**config.mk**
```make
export PLATFORM = sky130hd
export DESIGN_NAME = game_timer_ctrl
export DESIGN_NICKNAME = d
export VERILOG_FILES = /design/src/rtl/game_timer_ctrl.sv
export SDC_FILE = /design/constraint.sdc
export NUM_CORES = 1
export LEC_CHECK = 0
export BUFFER_PORTS_ARGS = -buffer_cell sky130_fd_sc_hd__buf_2
export CORE_MARGIN = 3
export CORE_UTILIZATION = 40
export CTS_BUF_LIST = sky130_fd_sc_hd__clkbuf_4 sky130_fd_sc_hd__clkbuf_8
export DETAILED_ROUTE_END_ITERATION = 12
export HOLD_SLACK_MARGIN = 0.15
export SETUP_SLACK_MARGIN = 0.15
export SLEW_MARGIN = 15
export SYNTH_ARGS = -nofsm -noshare
export SYNTH_HDL_FRONTEND = slang
export SYNTH_SLANG_ARGS = --single-unit
export TNS_END_PERCENT = 10
```
**constraint.sdc**
```tcl
create_clock -name vga_clk -period 3.75 [get_ports vga_clk]
set_clock_uncertainty 0.1 [all_clocks]
set_input_delay 0.375 -clock vga_clk [delete_from_list [all_inputs] [get_ports vga_clk]]
set_output_delay 0.375 -clock vga_clk [all_outputs]
set_load 0.01 [all_outputs]
```
**src/rtl/game_timer_ctrl.sv**
```systemverilog
// Chess-clock sequencer: turn FSM, 1 Hz prescaler, BCD MM:SS round/total timers and game result.
// All outputs registered (one cycle after the causing edge); optional warn output built only with TIMER_WARN_EN.
module game_timer_ctrl #(
  parameter int          TICK_DIV   = 25000000,
  parameter logic [15:0] ROUND_INIT = 16'h0100,
  parameter logic [15:0] TOTAL_INIT = 16'h1000
) (
  input  logic        vga_clk,
  input  logic        rst,
  input  logic        start,
  input  logic        move_done,
  input  logic        pause,
  input  logic [1:0]  ext_result,
  input  logic        ext_result_valid,
  output logic [15:0] rr_timer,
  output logic [15:0] rt_timer,
  output logic [15:0] br_timer,
  output logic [15:0] bt_timer,
  output logic        turn,
  output logic [1:0]  result,
  output logic        running,
  output logic        warn
);

  localparam int PW = (TICK_DIV > 2) ? $clog2(TICK_DIV) : 1;
  localparam logic [PW-1:0] PRESC_LAST = PW'(TICK_DIV - 1);

  typedef enum logic [1:0] {IDLE, RED_RUN, BLACK_RUN, OVER} state_t;

  state_t         state_q, state_d;
  logic [PW-1:0]  presc_q, presc_d;
  logic [15:0]    rr_q, rr_d, rt_q, rt_d, br_q, br_d, bt_q, bt_d;
  logic           turn_q, turn_d;
  logic [1:0]     result_q, result_d;
  logic           running_q, running_d;
  logic [15:0]    round_dec, total_dec;

  // Borrow chain ss-units -> ss-tens -> mm-units -> mm-tens; saturates at 00:00.
  function automatic logic [15:0] bcd_dec(input logic [15:0] v);
    logic [15:0] r;
    r = v;
    if (v != 16'h0000) begin
      if (v[3:0] != 4'd0) begin
        r[3:0] = v[3:0] - 4'd1;
      end else begin
        r[3:0] = 4'd9;
        if (v[7:4] != 4'd0) begin
          r[7:4] = v[7:4] - 4'd1;
        end else begin
          r[7:4] = 4'd5;
          if (v[11:8] != 4'd0) begin
            r[11:8] = v[11:8] - 4'd1;
          end else begin
            r[11:8]  = 4'd9;
            r[15:12] = v[15:12] - 4'd1;
          end
        end
      end
    end
    return r;
  endfunction

  assign round_dec = bcd_dec((state_q == BLACK_RUN) ? br_q : rr_q);
  assign total_dec = bcd_dec((state_q == BLACK_RUN) ? bt_q : rt_q);

`ifdef TIMER_WARN_EN
  logic warn_q, warn_d;
  logic move_taken;
`endif

  always_comb begin
    state_d  = state_q;
    presc_d  = presc_q;
    rr_d     = rr_q;
    rt_d     = rt_q;
    br_d     = br_q;
    bt_d     = bt_q;
    turn_d   = turn_q;
    result_d = result_q;
`ifdef TIMER_WARN_EN
    move_taken = 1'b0;
`endif
    case (state_q)
      IDLE: begin
        if (start) begin
          state_d = RED_RUN;
          presc_d = '0;
          turn_d  = 1'b0;
        end
      end
      RED_RUN, BLACK_RUN: begin
        if (ext_result_valid && ext_result != 2'b00) begin
          result_d = ext_result;
          state_d  = OVER;
        end else if (move_done) begin
          // Incoming player's round restarts; a coinciding tick is dropped.
          state_d = (state_q == RED_RUN) ? BLACK_RUN : RED_RUN;
          turn_d  = ~turn_q;
          presc_d = '0;
          if (state_q == RED_RUN) br_d = ROUND_INIT;
          else                    rr_d = ROUND_INIT;
`ifdef TIMER_WARN_EN
          move_taken = 1'b1;
`endif
        end else if (!pause) begin
          if (presc_q == PRESC_LAST) begin
            presc_d = '0;
            if (state_q == RED_RUN) begin
              rr_d = round_dec;
              rt_d = total_dec;
            end else begin
              br_d = round_dec;
              bt_d = total_dec;
            end
            if (round_dec == 16'h0000 || total_dec == 16'h0000) begin
              state_d  = OVER;
              result_d = (state_q == RED_RUN) ? 2'b10 : 2'b01;
            end
          end else begin
            presc_d = presc_q + PW'(1);
          end
        end
      end
      OVER: begin
        if (start) begin
          state_d  = RED_RUN;
          presc_d  = '0;
          rr_d     = ROUND_INIT;
          br_d     = ROUND_INIT;
          rt_d     = TOTAL_INIT;
          bt_d     = TOTAL_INIT;
          turn_d   = 1'b0;
          result_d = 2'b00;
        end
      end
      default: state_d = IDLE;
    endcase
    running_d = (state_d == RED_RUN) || (state_d == BLACK_RUN);
  end

  always_ff @(posedge vga_clk) begin
    if (rst) begin
      state_q   <= IDLE;
      presc_q   <= '0;
      rr_q      <= ROUND_INIT;
      br_q      <= ROUND_INIT;
      rt_q      <= TOTAL_INIT;
      bt_q      <= TOTAL_INIT;
      turn_q    <= 1'b0;
      result_q  <= 2'b00;
      running_q <= 1'b0;
    end else begin
      state_q   <= state_d;
      presc_q   <= presc_d;
      rr_q      <= rr_d;
      br_q      <= br_d;
      rt_q      <= rt_d;
      bt_q      <= bt_d;
      turn_q    <= turn_d;
      result_q  <= result_d;
      running_q <= running_d;
    end
  end

`ifdef TIMER_WARN_EN
  // Evaluated on the next-cycle values of whichever player will be active.
  always_comb begin
    warn_d = 1'b0;
    if (running_d && !move_taken) begin
      if (state_d == RED_RUN) warn_d = (rr_d <= 16'h0010) || (rt_d <= 16'h0030);
      else                    warn_d = (br_d <= 16'h0010) || (bt_d <= 16'h0030);
    end
  end

  always_ff @(posedge vga_clk) begin
    if (rst) warn_q <= 1'b0;
    else     warn_q <= warn_d;
  end

  assign warn = warn_q;
`else
  assign warn = 1'b0;
`endif

  assign rr_timer = rr_q;
  assign rt_timer = rt_q;
  assign br_timer = br_q;
  assign bt_timer = bt_q;
  assign turn     = turn_q;
  assign result   = result_q;
  assign running  = running_q;

endmodule

```
## Word-level counts from Yosys, hierarchy flattened

Index checks and enable logic that the tools add are counted.

| word-level totals | value |
|---|---|
| word-level logic and storage cells | 138 |
| register bits | 95 |
| input port bits | 8 |

| cells by class | value |
|---|---|
| multiplexer cells | 69 |
| eq/ne operators | 25 |
| $add $sub $neg | 9 |
| bitwise logic cells | 1 |
| reduce and logical (&&, ||, !) cells | 25 |

Operators with widths:

| operator | count |
|---|---|
| $mux W16 | 28 |
| $pmux W16 S2 | 4 |
| $mux W25 | 5 |
| $pmux W25 S2 | 1 |
| $logic_not A16 Y1 | 2 |
| $mux W4 | 8 |
| $reduce_bool A16 Y1 | 2 |
| $sub A4 B1 Y4 const B | 8 |
| $ne A3 B3 Y1 const B | 10 |
| $reduce_and A7 Y1 | 4 |
| $mux W2 | 13 |
| $add A25 B1 Y25 const B | 1 |
| $eq A25 B25 Y1 const B | 1 |
| $mux W12 | 2 |
| $reduce_bool A4 Y1 | 6 |
| $mux W8 | 2 |
| $ne A2 B2 Y1 const B | 8 |
| $pmux W2 S2 | 2 |
| $eq A2 B2 Y1 const B | 3 |
| $reduce_and A3 Y1 | 2 |
| $reduce_and A6 Y1 | 1 |
| $eq A2 B1 Y1 const B | 2 |
| $reduce_bool A2 Y1 | 2 |
| $reduce_or A2 Y1 | 2 |
| other kinds (7) | 10 |

## Logic depth before layout (Yosys ltp)

Gate-level depths: netlist (run 1).

| depth | value |
|---|---|
| word-level depth | 17 |
| depth in mapped cells | 17 |

## Worst setup path after synthesis (run 1)

OpenSTA, ideal clock, no wires.

| timing | value |
|---|---|
| path type | register -> register |
| from | reg state_q[1] |
| to | reg result_q[0], in the netlist result[0] |
| arrival time | 3.812 ns |
| slack | -0.285 ns |
| period minus slack after synthesis | 4.035 ns |
| buffers on the path | 4 |
| required time | 3.527 ns |
| stages on the path, launching flop included | 17 |
| library setup time | 0.123 ns |
| cell sequence | dfxtp_1 ha_1 buf_6 buf_6 buf_2 buf_2 mux2i_1 ha_1 nor4b_1 a31oi_1 a211oi_1 nand2_1 a22o_1 and4bb_1 o211ai_2 a21oi_2 mux2_1 |

| on the way | value |
|---|---|
| cells in the longest elaborated chain, start to end | 11 |
| elaborated cells between the ends (all ways) | 53 |
| classes of those cells | 8 x add/sub; 8 x eq/ne; 23 x mux; 14 x reduce/logical |

RTL lines:

| item | line | RTL |
|---|---|---|
| start, declared | 30 | `state_t state_q, state_d;` |
| start signal, assigned | 153 | `state_q <= state_d;` |
| $eq A2 B2 Y1 | 63, 64, 83 |  |
| $mux W16, on equally long branches | 63, 64 |  |
| $sub A4 B1 Y4 (tied with other cells) | 52 | `r[11:8] = v[11:8] - 4'd1;` |
| $mux W4 | 51 | `if (v[11:8] != 4'd0) begin` |
| $mux W8 | 47 | `if (v[7:4] != 4'd0) begin` |
| $mux W12 | 43 | `if (v[3:0] != 4'd0) begin` |
| $mux W16 | 42 | `if (v != 16'h0000) begin` |
| $logic_not A16 Y1 | 115 | `if (round_dec == 16'h0000 \|\| total_dec == 16'h0000) begin` |
| $logic_or A1 B1 Y1 | 115 |  |
| $ne A3 B3 Y1 (no source line) | - |  |
| $reduce_and A6 Y1 (no source line) | - |  |
| end signal, assigned | 160 | `result_q <= result_d;` |
| end, declared | 34 | `logic [1:0] result_q, result_d;` |

Several ways; a longest one is shown, not always the timed one. The select of a mux whose other input is x is not followed.
A chain may end at the register's enable or synchronous reset.

## Final worst setup path (run 1)

| timing | value |
|---|---|
| from | reg state_q[1] |
| to | reg result_q[1], in the netlist result[1] |

The elaborated chain is that of the path after synthesis.

==> impl_metrics.csv, run 1 <==
group,metric,value,unit
timing,final_max_slew_viol_count,0,
pwr,pwr-share-seq,0.333,
global_routing,track_usage,0.190,
route,drt-initial-drc-count,433,
clock_tree,cts_inserted_buffers,9,
flow_run,maxCapViolCount,0,
timing,whs,292,ps
global_routing,grt_first_pass_wirelength,23.5,mm
synth,yosysMostFrequentCell,"nor2_1",
route,post-route-drc-count,0,
placement,dp_hpwl,10.4,mm
timing,fmax,290,MHz
floorplan,rows,42,
timing,finalHoldViolCount,0,
placement,gp_congestion,0.926,
timing,min_period,3450,ps
global_routing,antenna_found_initial,0,
timing,fin_crit_sh,0.920,
synth,yosysWarnings,0,
layout,layout.cells.non_filler,931,
clock_tree,htree_levels,3,
setup_path,critPathKind,"flip-flop to flip-flop",
synth,synth_common_cells,"nor2_1 (145), dfxtp_1 (95), mux2i_1 (77)",
setup_path,crit_slowest_cell,"dfxtp_2",
timing,worst_pin_slew,709,ps
timing,setup_viol,0,
layout,syn_to_final_growth,20.1,%
pwr,pwr-share-clk,0.181,
global_routing,grt_max_degree,44,
setup_path,endpoint_kind,"flip-flop",
pwr,p_comb_frac,0.486,
layout,antenna_cells,0,
floorplan,die_h,123,um
floorplan,ios,77,
clock_tree,path_clk_slew,90,ps
clock_tree,hold_buffers,0,
floorplan,die_area,15200,sq um
setup_path,cpPeakStageDelay,410,ps
timing,finalSetupTns,0,ps
setup_path,cp_max_fo,7,
synth,yosysTopAreaCell,"dfxtp_1",
route,vias,5140,
floorplan,initial_core_util,0.413,
synth,synth_edf_count,0,
clock_tree,cts_root_buffer,"clkbuf_8",
setup_path,worstSetupStartpointType,"flip-flop",
placement,placed_cells,903,
route,ant_nets,0,
timing,slew_headroom,0.527,
pwr,switching_share,0.404,
route,dr.pass1.iters,5,
layout,nNetsFinal,767,
layout,design_area,6620,sq um
synth,syn_avg_cell_area,8.32,sq um
layout,nFillCells,1287,
synth,ys_types,74,
pwr,ir_worst_vdd,0.249,mV
floorplan,coreArea,13300,sq um
setup_path,crit_required,3920,ps
synth,synthArstFlopShare,0,
timing,rsz0062_at_grt,"no",
pwr,p_int,2.21,mW
pwr,finalPower,3.70,mW
run_status,status,"finished clean",
clock_tree,cts_tree,"done",
setup_path,crit_chain,"ha_4, mux2i_2, ha_2, nor4b_4, nor2_2, o31ai_4, xnor2_1, and4b_1, and4bb_1, o211ai_2, a21oi_2, mux2_4",
global_routing,grt_pass1_vias,4841,
synth,synth_seq_area_share,0.345,
clock_tree,max-clock-path-buffers,2,
floorplan,die_x,123,um
synth,synthCells,663,
route,via_per_inst,5.52,
setup_path,critPathArrivalTime,3620,ps
placement,port-buffer-count,75,
min_path,hp-class,"input port to flip-flop",
route,wire_per_inst,15.7,um
synth,synth_top_flop_cell,"dfxtp_1",
pwr,power.density,559,nW/um^2
global_routing,grt_overflow_total,0,
synth,synth_area,5510,sq um
pwr,leakage,2.80,nW
synth,synth.area.top_cells,"dfxtp_1 (34%), mux2i_1 (14%), nor2_1 (9.9%)",
synth,ys_ff_latch,95,
pwr,p_switching,1.49,mW
synth,synth_top_area_frac,0.345,
placement,place_area,6180,sq um
clock_tree,clk_latency,380,ps
clock_tree,numClockSinks,95,
layout,drive_gt1_frac,0.238,
synth,syn_nets,679,
route,routed_wirelength,14.6,mm
==> per-stage QoR <==
stage | utilization | setup slack, ps
2_1_floorplan | - | 156
3_3_place_gp | 0.463 | 242
3_5_place_dp | 0.463 | 74.6
4_1_cts | 0.481 | 195
5_1_grt | 0.496 | 132
6_report | 0.496 | 299
==> worst max-delay path, delay by kind of cell, from the launching register on <==
family	cells	cell delay (ps)
adder cells (fa/ha/maj)	2	520
AO/OA/AOI/OAI	3	590
XOR/XNOR	1	210
multiplexers	2	600
AND/OR/NAND/NOR	4	910
flip-flops	1	410
==> path summary, 6_finish.rpt <==
check | startpoint | endpoint | slack, ps | cells past startpoint
worst max-delay path | state_q[1] | result[1] | 300 | 12
worst min-delay path | move_done | state_q[0] | 290 | 3
worst max register to register | state_q[1] | result[1] | 300 | 12
worst min register to register | presc_q[13] | presc_q[13] | 400 | 2
==> power groups by stage <==
| stage | Combinational [mW] | Sequential (mW) | Clock, mW |
|---|---|---|---|
| 4_1_cts | 1.67 | 1.22 | 0.694 |
| 5_1_grt | 1.98 | 1.25 | 0.735 |
| 6_report | 1.80 | 1.23 | 0.671 |
| 3_5_place_dp | 1.64 | 1.24 | 0 |
| 3_3_place_gp | 1.62 | 1.24 | 0 |
| 2_1_floorplan | 1.20 | 1.25 | 0 |
==> placed cells by master (no fill, tap or decap), drive strengths merged, types with 7 or more instances in the layout <==
cell type / netlist / layout
a21oi: 40 / 40
a31oi: 7 / 7
buf: 15 / 107
clkbuf: 17 / 11
dfxtp: 95 / 95
ha: 8 / 8
inv: 10 / 11
mux2: 12 / 12
mux2i: 78 / 78
nand2: 36 / 36
nand2b: 9 / 9
nand3: 14 / 14
nand4: 8 / 8
nor2: 145 / 145
nor2b: 9 / 9
nor3: 27 / 27
nor4b: 7 / 7
o21ai: 13 / 13
or2: 8 / 8
xnor2: 12 / 12
xor2: 21 / 21
==> kinds of logic after synthesis <==
logic type      count (synthesis)  synth area share
simple gates                  291             0.258
compound gates                103             0.125
flops                          95             0.345
mux                            90             0.167
buf+inv                        42            0.0349
xor+xnor                       33            0.0524
fa+ha+maj                       8            0.0182
other cells                     1          0.000680
==> flip-flops by register name, indices dropped and copies added (netlist names), 2 cells and up <==
name / count
state_q: 2
rr_timer: 16
br_timer: 16
bt_timer: 16
result: 2
presc_q: 25
rt_timer: 16
==> cell type report <==
| type | instances | area (sq um) | share of cell area |
|---|---|---|---|
| inverter | 10 | 40.0 | 0.00604 |
| clock inverter | 6 | 61.3 | 0.00926 |
| multi-input combinational | 526 | 3590 | 0.542 |
| tap | 176 | 220 | 0.0332 |
| timing repair buffer | 109 | 682 | 0.103 |
| sequential | 95 | 1910 | 0.288 |
| clock buffer | 9 | 124 | 0.0187 |
==> per-layer routing <==
metal / vias to the layer above / share of wire / GRT usage
met5: - / 0 / 0
met4: 0 / 0.021 / 0.0699
met3: 34 / 0.051 / 0.0416
met2: 148 / 0.45 / 0.289
met1: 2428 / 0.48 / 0.265
li1: 2530 / - / -
==> timing repair <==
| action | CTS | global route |
|---|---|---|
| endpoints found under the setup margin | 2 | 5 |
| gates resized for setup | 2 | 20 |
| pin swaps | 2 | 10 |
| cloned | 0 | 2 |
| setup buffers | 5 | 6 |
Note: power is estimated with default switching activity, not from simulation.
==> inputs of run 2 (changes only) <==
--- a/config.mk
+++ b/config.mk
@@ -5,6 +5,7 @@
 export SDC_FILE = /design/constraint.sdc
 export NUM_CORES = 1
 export LEC_CHECK = 0
+export ABC_AREA = 1
 export BUFFER_PORTS_ARGS = -buffer_cell sky130_fd_sc_hd__buf_2
 export CORE_MARGIN = 3
 export CORE_UTILIZATION = 40
==> impl_metrics.csv, run 2 <==
group,metric,value,unit
layout,syn_to_final_growth,12.1,%
placement,dpl_worst_slack,556,ps
layout,design_area,6270,sq um
setup_path,rrSetupSlack,520,ps
synth,synth-compound-area-share,0.195,
synth,ys_ff_latch,95,
route,wire_per_inst,13.1,um
timing,final_max_slew_viol_count,0,
synth,syn_nets,904,
setup_path,worstSetupStartpointType,"flip-flop",
synth,synth_common_cells,"nand2_1 (234), inv_1 (103), dfxtp_1 (95)",
synth,ys_types,41,
run_status,status,"finished clean",
route,post-route-drc-count,0,
clock_tree,numClockSinks,95,
synth,yosysWarnings,0,
synth,synth_edf_count,0,
clock_tree,max-clock-path-buffers,2,
floorplan,die_x,124,um
setup_path,r2r_cells,21,
synth,synthAdderAreaFrac,0.0179,
pwr,pwr-share-seq,0.317,
timing,worst_pin_slew,870,ps
timing,setup_ws,522,ps
floorplan,die_h,124,um
synth,synth_top_area_frac,0.340,
timing,rsz0062_at_grt,"no",
pwr,switching_share,0.473,
setup_path,cp_max_fo,40,
layout,largest_reg_flops,25,
layout,layout_commonest_cell,"nand2_1",
global_routing,track_usage,0.190,
synth,syn_avg_cell_area,6.30,sq um
synth,synth-xor-area-share,0.00626,
pwr,ir_worst_vdd,0.363,mV
pwr,p_int,2.24,mW
timing,fmax,310,MHz
pwr,p_switching,2.01,mW
pwr,pwr-share-clk,0.156,
setup_path,timing.rr.start,"state_q[0]",
global_routing,grt_max_degree,62,
synth,synthArstFlopShare,0,
synth,yosysTopAreaCell,"dfxtp_1",
pwr,power.density,678,nW/um^2
route,vias,5601,
synth,synth.area.mux_share,0,
setup_path,critPathArrivalTime,3390,ps
layout,nNetsFinal,965,
placement,place_area,6070,sq um
layout,drive_gt1_frac,0.147,
synth,yosysMostFrequentCell,"nand2_1",
floorplan,initial_core_util,0.416,
floorplan,coreArea,13500,sq um
global_routing,grt_pass1_vias,5056,
min_path,hp-class,"input port to flip-flop",
floorplan,rows,42,
setup_path,endpoint_kind,"flip-flop",
setup_path,critPathKind,"flip-flop to flip-flop",
route,routed_wirelength,14.8,mm
layout,antenna_cells,0,
synth,yosys.area_share.simple,0.334,
layout,final_cell_mix,"nand2_1 (234), inv_1 (103), dfxtp_1 (95), o21ai_0 (94), a21oi_1 (92)",
synth,synth.area.top_cells,"dfxtp_1 (34%), nand2_1 (16%), o21ai_0 (8.4%)",
timing,min_period,3230,ps
timing,finalSetupTns,0,ps
timing,setup_viol,0,
route,via_per_inst,4.96,
placement,gp_congestion,0.890,
pwr,p_comb_frac,0.527,
floorplan,die_area,15400,sq um
layout,largest-register,"presc_q",
clock_tree,cts_inserted_buffers,9,
clock_tree,htree_levels,3,
setup_path,worstReg2RegEnd,"result[1]",
placement,port-buffer-count,75,
setup_path,crit_required,3920,ps
min_path,hold_path_depth,2,
timing,fin_crit_sh,0.861,
timing,slew_headroom,0.419,
synth,synth_seq_area_share,0.340,
pwr,leakage,2.92,nW
synth,synth_area,5600,sq um
synth,synthCells,888,
placement,dp_hpwl,10.9,mm
flow_run,maxCapViolCount,0,
route,dr.pass1.iters,4,
synth,synth_top_flop_cell,"dfxtp_1",
timing,finalHoldViolCount,0,
clock_tree,clk_latency,380,ps
global_routing,grt_overflow_total,0,
min_path,hold_end,"presc_q[1]",
global_routing,antenna_found_initial,0,
clock_tree,cts_root_buffer,"clkbuf_8",
route,ant_nets,0,
floorplan,ios,77,
route,drt-initial-drc-count,316,
layout,nFillCells,1483,
synth,synth_top_family_by_area,"simple AND/OR/NAND/NOR gates",
clock_tree,cts_tree,"done",
global_routing,grt_first_pass_wirelength,25.0,mm
clock_tree,path_clk_slew,80,ps
min_path,hold_start,"rst",
run 2: cell types whose count changed in the layout (fill, tap and decap cells not counted), sizes merged, moves of 12 or more:
cell / change
nand2: +215
inv: +97
o21ai: +94
mux2i: -78
nor2: -59
a21oi: +52
nand3: +36
buf: -24
xor2: -18
mux2: -12
run 2: per-stage QoR:
stage / hold WS [ps] / utilization / cells / power [mW]
after floorplan: 349 / - / 888 / 3.00
after global placement: 369 / 0.451 / 1114 / 3.62
after detailed placement: 366 / 0.451 / 1114 / 3.60
after CTS: 219 / 0.466 / 1130 / 4.28
after global routing: 225 / 0.466 / 1130 / 4.67
final: 237 / 0.466 / 1130 / 4.25
run 2: layout make-up:
type	instances	area (sq um)	share of cell area
Sequential cell	95	1900	0.303
Inverter	110	415	0.0663
Tap cell	176	220	0.0351
Timing Repair Buffer	83	435	0.0694
Clock buffer	13	179	0.0285
Multi-Input combinational cell	650	3100	0.495
Clock inverter	3	15.0	0.00239
run 2: routing by layer:
metal,GRT usage,share of wire
met1,0.261,0.50
met2,0.305,0.45
met5,0,0
met4,0.0413,0.010
met3,0.0463,0.042
run 2: worst max-delay path by stage:
stage / from / end / depth (start not counted)
3_3_place_gp: state_q[0] / result[1] / 21
3_5_place_dp: state_q[0] / result[1] / 21
6_report: state_q[0] / result[1] / 21
2_1_floorplan: state_q[0] / running / 26
4_1_cts: state_q[0] / result[1] / 21
5_1_grt: state_q[0] / result[1] / 21
run 2: critical path: stages (launching register included):
cell,delay (ps)
dfxtp_1,340
inv_1,80
ha_2,200
buf_4,370
nand2_1,90
nand2_1,130
ha_1,220
nand2_1,80
nor2_2,200
nand2_4,110
nor2_2,190
inv_1,120
nand3_1,90
nand2_1,50
nor2_1,90
nand3_1,90
nand2_1,70
nand2_1,80
nand2_1,140
nand2_1,80
nand2_1,80
a21oi_1,60
run 2: cell families (layout without fill, tap and decap cells):
logic type,after synthesis,count (layout)
XOR/XNOR,4,4
AND/OR/NAND/NOR,425,425
buffers and inverters,143,209
AO/OA/AOI/OAI,212,212
adder cells (fa/ha/maj),8,8
flip-flops,95,95
other,1,1
run 2: timing repair:
action                     CTS  global route
buffers inserted             0             0
setup endpoints to repair    0             2
resized for setup            0             2
hold buffers                 0             0
run 2: power by group through the flow:
stage | registers [mW] | logic (mW) | clock network [mW]
after floorplan | 1.42 | 1.58 | 0
after global placement | 1.37 | 2.25 | 0
after detailed placement | 1.37 | 2.23 | 0
after CTS | 1.35 | 2.24 | 0.693
after global routing | 1.38 | 2.56 | 0.729
final | 1.35 | 2.24 | 0.665
